## config.mk

```make
export PLATFORM = sky130hd
export DESIGN_NAME = midi_rx
export DESIGN_NICKNAME = d
export VERILOG_FILES = /design/src/rtl/midi_rx.sv
export SDC_FILE = /design/constraint.sdc
export NUM_CORES = 1
export LEC_CHECK = 0
export ABC_AREA = 1
export BUFFER_PORTS_ARGS = -buffer_cell sky130_fd_sc_hd__buf_2
export CAP_MARGIN = 10
export CORE_MARGIN = 2
export CORE_UTILIZATION = 40
export DETAILED_ROUTE_END_ITERATION = 16
export GPL_ROUTABILITY_DRIVEN = 0
export GPL_TIMING_DRIVEN = 0
export PLACE_DENSITY_LB_ADDON = 0.1
export SLEW_MARGIN = 20
export SYNTH_ARGS = -nofsm -noshare
export SYNTH_HDL_FRONTEND = slang
export SYNTH_SLANG_ARGS = --single-unit
export TNS_END_PERCENT = 1
```

## constraint.sdc

```tcl
create_clock -name clk -period 1.74 [get_ports clk]
set_clock_uncertainty 0.05 [all_clocks]
set_input_delay 0.261 -clock clk [delete_from_list [all_inputs] [get_ports clk]]
set_output_delay 0.261 -clock clk [all_outputs]
set_load 0.005 [all_outputs]
```

## src/rtl/midi_rx.sv

```systemverilog
// MIDI input receiver: 2-flop synchronizer, 8N1 UART front end and a
// channel-voice parser with running status that emits Note On/Off events.
module midi_rx #(
   parameter int CLK_RATE = 50000000,
   parameter int BAUD     = 31250
) (
   input  logic       clk,
   input  logic       rst_n,
   input  logic       midi_in,
   output logic [7:0] rx_byte,
   output logic       rx_byte_valid,
   output logic       frame_err,
   output logic       evt_valid,
   output logic       evt_note_on,
   output logic [3:0] evt_channel,
   output logic [6:0] evt_note,
   output logic [6:0] evt_velocity
);

   localparam int CLKS_PER_BIT = CLK_RATE / BAUD;
   localparam int HALF_BIT     = CLKS_PER_BIT / 2;
   localparam int CNT_W        = $clog2(CLKS_PER_BIT);

   typedef enum logic [2:0] {
      S_IDLE,
      S_START,
      S_DATA,
      S_STOP,
      S_WAIT_HIGH
   } uart_state_t;

   logic             sync1_q, sync2_q;
   uart_state_t      state_q;
   logic [CNT_W-1:0] cnt_q;
   logic [2:0]       bit_q;
   logic [7:0]       shift_q;
   logic [7:0]       rx_byte_q;
   logic             rx_valid_q;
   logic             frame_err_q;

   logic [7:0]       rs_q, rs_d;
   logic             cnt1_q, cnt1_d;
   logic [6:0]       d1_q, d1_d;
   logic             evt_valid_q, evt_valid_d;
   logic             evt_on_q, evt_on_d;
   logic [3:0]       evt_ch_q, evt_ch_d;
   logic [6:0]       evt_note_q, evt_note_d;
   logic [6:0]       evt_vel_q, evt_vel_d;
   logic             short_msg;
   logic             is_realtime;

   always_ff @(posedge clk or negedge rst_n) begin
      if (!rst_n) begin
         sync1_q <= 1'b1;
         sync2_q <= 1'b1;
      end else begin
         sync1_q <= midi_in;
         sync2_q <= sync1_q;
      end
   end

   // UART: sample mid-bit, counting from the centre of the start bit
   always_ff @(posedge clk or negedge rst_n) begin
      if (!rst_n) begin
         state_q     <= S_IDLE;
         cnt_q       <= '0;
         bit_q       <= '0;
         shift_q     <= '0;
         rx_byte_q   <= '0;
         rx_valid_q  <= 1'b0;
         frame_err_q <= 1'b0;
      end else begin
         rx_valid_q  <= 1'b0;
         frame_err_q <= 1'b0;
         case (state_q)
            S_IDLE: begin
               if (!sync2_q) begin
                  state_q <= S_START;
                  cnt_q   <= '0;
               end
            end
            S_START: begin
               if (cnt_q == CNT_W'(HALF_BIT - 1)) begin
                  cnt_q <= '0;
                  bit_q <= '0;
                  state_q <= sync2_q ? S_IDLE : S_DATA;
               end else begin
                  cnt_q <= cnt_q + 1'b1;
               end
            end
            S_DATA: begin
               if (cnt_q == CNT_W'(CLKS_PER_BIT - 1)) begin
                  cnt_q   <= '0;
                  shift_q <= {sync2_q, shift_q[7:1]};
                  bit_q   <= bit_q + 1'b1;
                  if (bit_q == 3'd7) begin
                     state_q <= S_STOP;
                  end
               end else begin
                  cnt_q <= cnt_q + 1'b1;
               end
            end
            S_STOP: begin
               if (cnt_q == CNT_W'(CLKS_PER_BIT - 1)) begin
                  cnt_q <= '0;
                  if (sync2_q) begin
                     rx_byte_q  <= shift_q;
                     rx_valid_q <= 1'b1;
                     state_q    <= S_IDLE;
                  end else begin
                     frame_err_q <= 1'b1;
                     state_q     <= S_WAIT_HIGH;
                  end
               end else begin
                  cnt_q <= cnt_q + 1'b1;
               end
            end
            S_WAIT_HIGH: begin
               if (sync2_q) begin
                  state_q <= S_IDLE;
               end
            end
            default: state_q <= S_IDLE;
         endcase
      end
   end

   // Parser: rs_q[7] doubles as the "running status valid" flag
   assign short_msg   = (rs_q[7:4] == 4'hC) || (rs_q[7:4] == 4'hD);
   assign is_realtime = (rx_byte_q[7:3] == 5'b11111);

   always_comb begin
      rs_d        = rs_q;
      cnt1_d      = cnt1_q;
      d1_d        = d1_q;
      evt_valid_d = 1'b0;
      evt_on_d    = evt_on_q;
      evt_ch_d    = evt_ch_q;
      evt_note_d  = evt_note_q;
      evt_vel_d   = evt_vel_q;
      if (rx_valid_q && !is_realtime) begin
         if (rx_byte_q[7:4] == 4'hF) begin
            rs_d   = '0;
            cnt1_d = 1'b0;
         end else if (rx_byte_q[7]) begin
            rs_d   = rx_byte_q;
            cnt1_d = 1'b0;
         end else if (rs_q[7]) begin
            if (!cnt1_q && !short_msg) begin
               d1_d   = rx_byte_q[6:0];
               cnt1_d = 1'b1;
            end else begin
               cnt1_d = 1'b0;
               if ((rs_q[7:4] == 4'h9) || (rs_q[7:4] == 4'h8)) begin
                  evt_valid_d = 1'b1;
                  evt_on_d    = (rs_q[7:4] == 4'h9) && (rx_byte_q[6:0] != 7'd0);
                  evt_ch_d    = rs_q[3:0];
                  evt_note_d  = d1_q;
                  evt_vel_d   = rx_byte_q[6:0];
               end
            end
         end
      end
   end

   always_ff @(posedge clk or negedge rst_n) begin
      if (!rst_n) begin
         rs_q        <= '0;
         cnt1_q      <= 1'b0;
         d1_q        <= '0;
         evt_valid_q <= 1'b0;
         evt_on_q    <= 1'b0;
         evt_ch_q    <= '0;
         evt_note_q  <= '0;
         evt_vel_q   <= '0;
      end else begin
         rs_q        <= rs_d;
         cnt1_q      <= cnt1_d;
         d1_q        <= d1_d;
         evt_valid_q <= evt_valid_d;
         evt_on_q    <= evt_on_d;
         evt_ch_q    <= evt_ch_d;
         evt_note_q  <= evt_note_d;
         evt_vel_q   <= evt_vel_d;
      end
   end

   assign rx_byte       = rx_byte_q;
   assign rx_byte_valid = rx_valid_q;
   assign frame_err     = frame_err_q;
   assign evt_valid     = evt_valid_q;
   assign evt_note_on   = evt_on_q;
   assign evt_channel   = evt_ch_q;
   assign evt_note      = evt_note_q;
   assign evt_velocity  = evt_vel_q;

endmodule

```

Word level (Yosys, flattened, before mapping)
Index checks and enable logic that the tools add are counted.

$add $sub $neg: 2. Equal/unequal tests: 19. Multiplexer cells: 34. Bitwise logic cells: 3. Reductions and logical operators: 24.

Operator list (count): 11-bit two-way mux (3); 11-bit case mux with 3 select lines (1); 3-bit two-way mux (9); 4-bit equality test (second input constant) (5); 1-bit two-way mux (16); 8-bit two-way mux (2); 3-bit case mux with 5 select lines (1); 2-bit != test (second input constant) (6); 6-bit AND reduction (2); 11-bit by 1-bit adder with 11-bit output (second input constant) (1); 11-bit by 10-bit equality test with 1-bit output (second input constant) (1); 11-bit equality test (second input constant) (1); 2-bit AND reduction (4); 7-bit nonzero test (1); 3-bit by 2-bit equality test with 1-bit output (second input constant) (2); 3-bit equality test (second input constant) (2); 3-bit case mux with 2 select lines (1); 3-bit AND reduction (2); 3-bit nonzero test (2); 5-bit equality test (second input constant) (1); 5-bit AND reduction (1); 2-bit nonzero test (2); 3-bit by 1-bit adder with 3-bit output (second input constant) (1); 3-bit by 1-bit equality test with 1-bit output (second input constant) (1); other kinds (7) (14).

Register bits after elaboration: 73. Input port bits: 3.

Longest topological paths before layout
Depth after elaboration: 9. Gate-level depth with buffers: 9. Mapped depth without buffers: 9.

Worst setup path after synthesis
Ideal clock, no wire load.

Path kind: register to register. Start: register cnt_q[0]. End: register bit_q[0]. Library setup time: 0.117 ns. Data arrival time: 1.319 ns. Data required time: 1.573 ns. Path slack: 0.254 ns. Stages on the path, launching flop included: 9. Path through: dfrtp_1 ha_1 nand3_1 inv_2 nand3_1 nor2_4 o21ai_0 nand2_1 nand2_1.

Word-level cells in the longest chain between the ends: 3. Elaborated cells between the ends (all ways): 5.

Ends and longest elaborated chain: start, declared (line 34) `logic [CNT_W-1:0] cnt_q;`; start signal, assigned (line 88) `cnt_q <= cnt_q + 1'b1;`; start signal, assigned (line 100) `cnt_q <= cnt_q + 1'b1;`; start signal, assigned (line 115) `cnt_q <= cnt_q + 1'b1;`; 11-bit equality test or 11-bit by 10-bit equality test with 1-bit output (tied branches) (line 92, 83); 2-bit != test (no source line); 3-bit AND reduction (no source line) *; end signal, assigned (line 95) `bit_q <= bit_q + 1'b1;`; end, declared (line 35) `logic [2:0] bit_q;`.

Mark *: on every way between the ends. The rest lies on a longest branch, timed or not. A chain may end at the register's enable or synchronous reset.

Final worst setup path
Start: register cnt_q[0]. End: register rx_byte_q[5] (netlist: rx_byte[5]).

Word-level cells in the longest chain between the ends: 2.

Ends and longest elaborated chain: 11-bit equality test (line 104) `if (cnt_q == CNT_W'(CLKS_PER_BIT - 1)) begin`; 3-bit AND reduction (no source line); end signal, assigned (line 107) `rx_byte_q <= shift_q;`; end, declared (line 37) `logic [7:0] rx_byte_q;`.

Every way passes these cells.

==> flow_summary.toml <==
[job]
maxCapViolations = 0

[cts]
cts_made_buffers = 9
clk_latency_ps = 350
cts-root-buf = "clkbuf_8"
cts.path.max_buffers = 2
cts_sinks = 73
cts_tree = "yes"
clkTransAtPathRegs_ps = 90
htreeDepth = 3

[worst_hold_path]
hold_path.class = "input port to async pin"

[logic_synthesis]
synthesis.area_um2 = 3160
synth_edf_count = 0
synth_xor_area_share_pct = 1.39
synth.distinct_cells = 29
synth_top_family_by_area = "simple AND/OR/NAND/NOR gates"
synth_top_cell_area_share_pct = 56.3
avgSynthCellArea_um2 = 8.95
ys_ff_latch = 73
synth_area_leader_cell = "dfrtp_1"
ys_async_sr_fraction_pct = 100
ys.flop_type = "dfrtp_1"
yosys.area_share.simple_pct = 23.5
seq_area_frac_synth_pct = 57.9
synth-compound-area-share_pct = 9.51
synth_nets = 359
synth.area.mux_share_pct = 0
yosysWarnings = 0
synth.area.top_cells = "dfrtp_1 (56%), nand2_1 (13%), o21ai_0 (6.0%)"
synth-adder-area-share_pct = 1.19
synthCells = 353

[placed_design]
postPlaceCellArea_um2 = 3480
place_inst = 488
io_buffer_count = 32
dp_hpwl_mm = 4.54

[critical_path]
start_kind = "flip-flop"
path_class = "flip-flop to flip-flop"
worst_ep_arrival_time_ps = 1810
cp.required_ps = 1930
cp_max_fo = 10
end_kind = "flip-flop"

[grt]
grt_use_total_pct = 16.7
grt.overflow.total = 0
grt_antenna_before_repair = 0
grt_pass1_vias = 2366
grt_max_degree = 57
grt_pass1_wl_mm = 11.2

[route]
drtIter0Drc = 53
drt_wl_total_mm = 6.33
antenna_left = 0
route.met3.wl_um = 203
dr_wl_met2_mm = 3.04
top_layer_used = "met4"
vias_per_cell = 4.68
drt-wirelength-per-cell_um = 12.4
wl_met1_mm = 2.99
vias = 2394
drtPass1Iterations = 4
drc = 0

[final_layout]
layout_commonest_cell = "nand2_1"
layout_common_cells = "nand2_1 (107), dfrtp_1 (71), inv_1 (39)"
diodes = 0
fin_util_pct = 48.5
fill_cells = 774
instances_no_fill = 511
final_area_um2 = 3730
nets = 410
layout-drive-gt1-share_pct = 20.3
area_growth_pct = 18.0

[floorplanning]
dieArea_um2 = 8620
start_util_pct = 41.1
io_pins = 33
core.rowCount = 32
die_x_um = 92.9
coreArea_um2 = 7690
die_y_um = 92.9

[sta]
min_period_ps = 1620
fin_crit_sh_pct = 92.9
fmax_mhz = 619
setup_viol = 0
slew_headroom_pct = 71.2
tightest_slew_ps = 432
hold_viol = 0
drv_slew = 0

[pwr]
p_leak_nw = 1.92
pwr_density_cell_nw_per_um2 = 805
peakVddDrop_v = 0.000436
power_mw = 3.00

[status]
status = "completed"
## power breakdown
part           switching [mW]  internal [mW]
combinational          0.0355         0.0122
clock                   0.710          0.542
sequential            0.00243           1.70
total                   0.748           2.25
## per-stage QoR
stage	setup WS, ps	hold WS, ps	TNS [ps]
floorplan	254	-84.6	0
global placement	-131	296	-8980
detailed placement	-12.3	108	-45.6
CTS	4.86	266	0
global route	-9.91	276	-22.6
finish	124	270	0
## state kept, by name, indices dropped and copies added (netlist names)
| name | count |
|---|---|
| cnt_q | 11 |
| rs_q | 8 |
| rx_byte | 8 |
| shift_q | 8 |
| d1_q | 7 |
| evt_note | 7 |
| evt_velocity | 7 |
| evt_channel | 4 |
| bit_q | 3 |
| state_q | 3 |
| cnt1_q | 1 |
| evt_note_on | 1 |
| evt_valid | 1 |
| frame_err | 1 |
| rx_byte_valid | 1 |
| sync1_q | 1 |
| sync2_q | 1 |
## cells in the mapped netlist, types with 2 or more instances
library cell	number
nand4_1	3
buf_6	2
dfstp_2	2
o21ai_2	7
nor2_4	4
ha_1	3
o21ai_0	38
nand3_1	18
nor3_1	2
a21oi_1	6
inv_1	39
nor2_1	24
buf_4	2
xor2_1	5
nand2_2	3
dfrtp_1	71
inv_2	3
nand2_1	108
clkbuf_1	3
## routing by layer
layer,vias up,track usage [%]
li1,1217,-
met1,1134,21.1
met2,34,27.4
met3,9,3.99
met4,0,7.35
met5,-,0
## kinds of logic (layout without fill, tap and decap cells)
group	count (synthesis)	after routing
AOI/OAI and AO/OA	54	54
xor gates and xnor gates	5	5
adders and majority gates	3	3
buffers and inverters	49	105
DFF	73	73
and+or+nand+nor	169	169
## worst max-delay path, cell delays in order (launching register included)
cell	delay [ps]
dfrtp_1	380
ha_1	190
nand3_2	120
inv_4	110
buf_4	120
nand4_2	190
buf_6	220
nand2_1	70
o21ai_2	50
## final cells by class
class / count / area [um^2] / share of cell area (%)
Clock inverter: 7 / 60.1 / 1.61
Inverter: 42 / 160 / 4.30
Buffer: 7 / 48.8 / 1.31
Clock buffer: 9 / 124 / 3.32
Sequential cell: 73 / 1830 / 49.1
Multi-Input combinational cell: 231 / 1130 / 30.3
Timing Repair Buffer: 40 / 248 / 6.65
Tap cell: 102 / 128 / 3.42
## final timing paths
kind / startpoint / to / slack, ps / depth (start not counted)
min in group clk: sync1_q$_DFF_PN1_ / sync2_q$_DFF_PN1_ / 310 / 0
worst min-delay path: rst_n / evt_note[3]$_DFFE_PN0P_ / 270 / 2
worst max-delay path: cnt_q[0]$_DFFE_PN0P_ / rx_byte[5]$_DFFE_PN0P_ / 120 / 8
max in group asynchronous: rst_n / sync2_q$_DFF_PN1_ / 760 / 3
worst min register to register: sync1_q$_DFF_PN1_ / sync2_q$_DFF_PN1_ / 310 / 0
worst max register to register: cnt_q[0]$_DFFE_PN0P_ / rx_byte[5]$_DFFE_PN0P_ / 120 / 8
## what timing repair did
action	4_1_cts	5_1_grt
hold buffers	2	0
endpoints found under the setup margin	10	17
hold endpoints to repair	18	0
gates resized for setup	1	3
setup buffers	2	3
pin swaps	1	1
(Power assumes the default switching activity.)
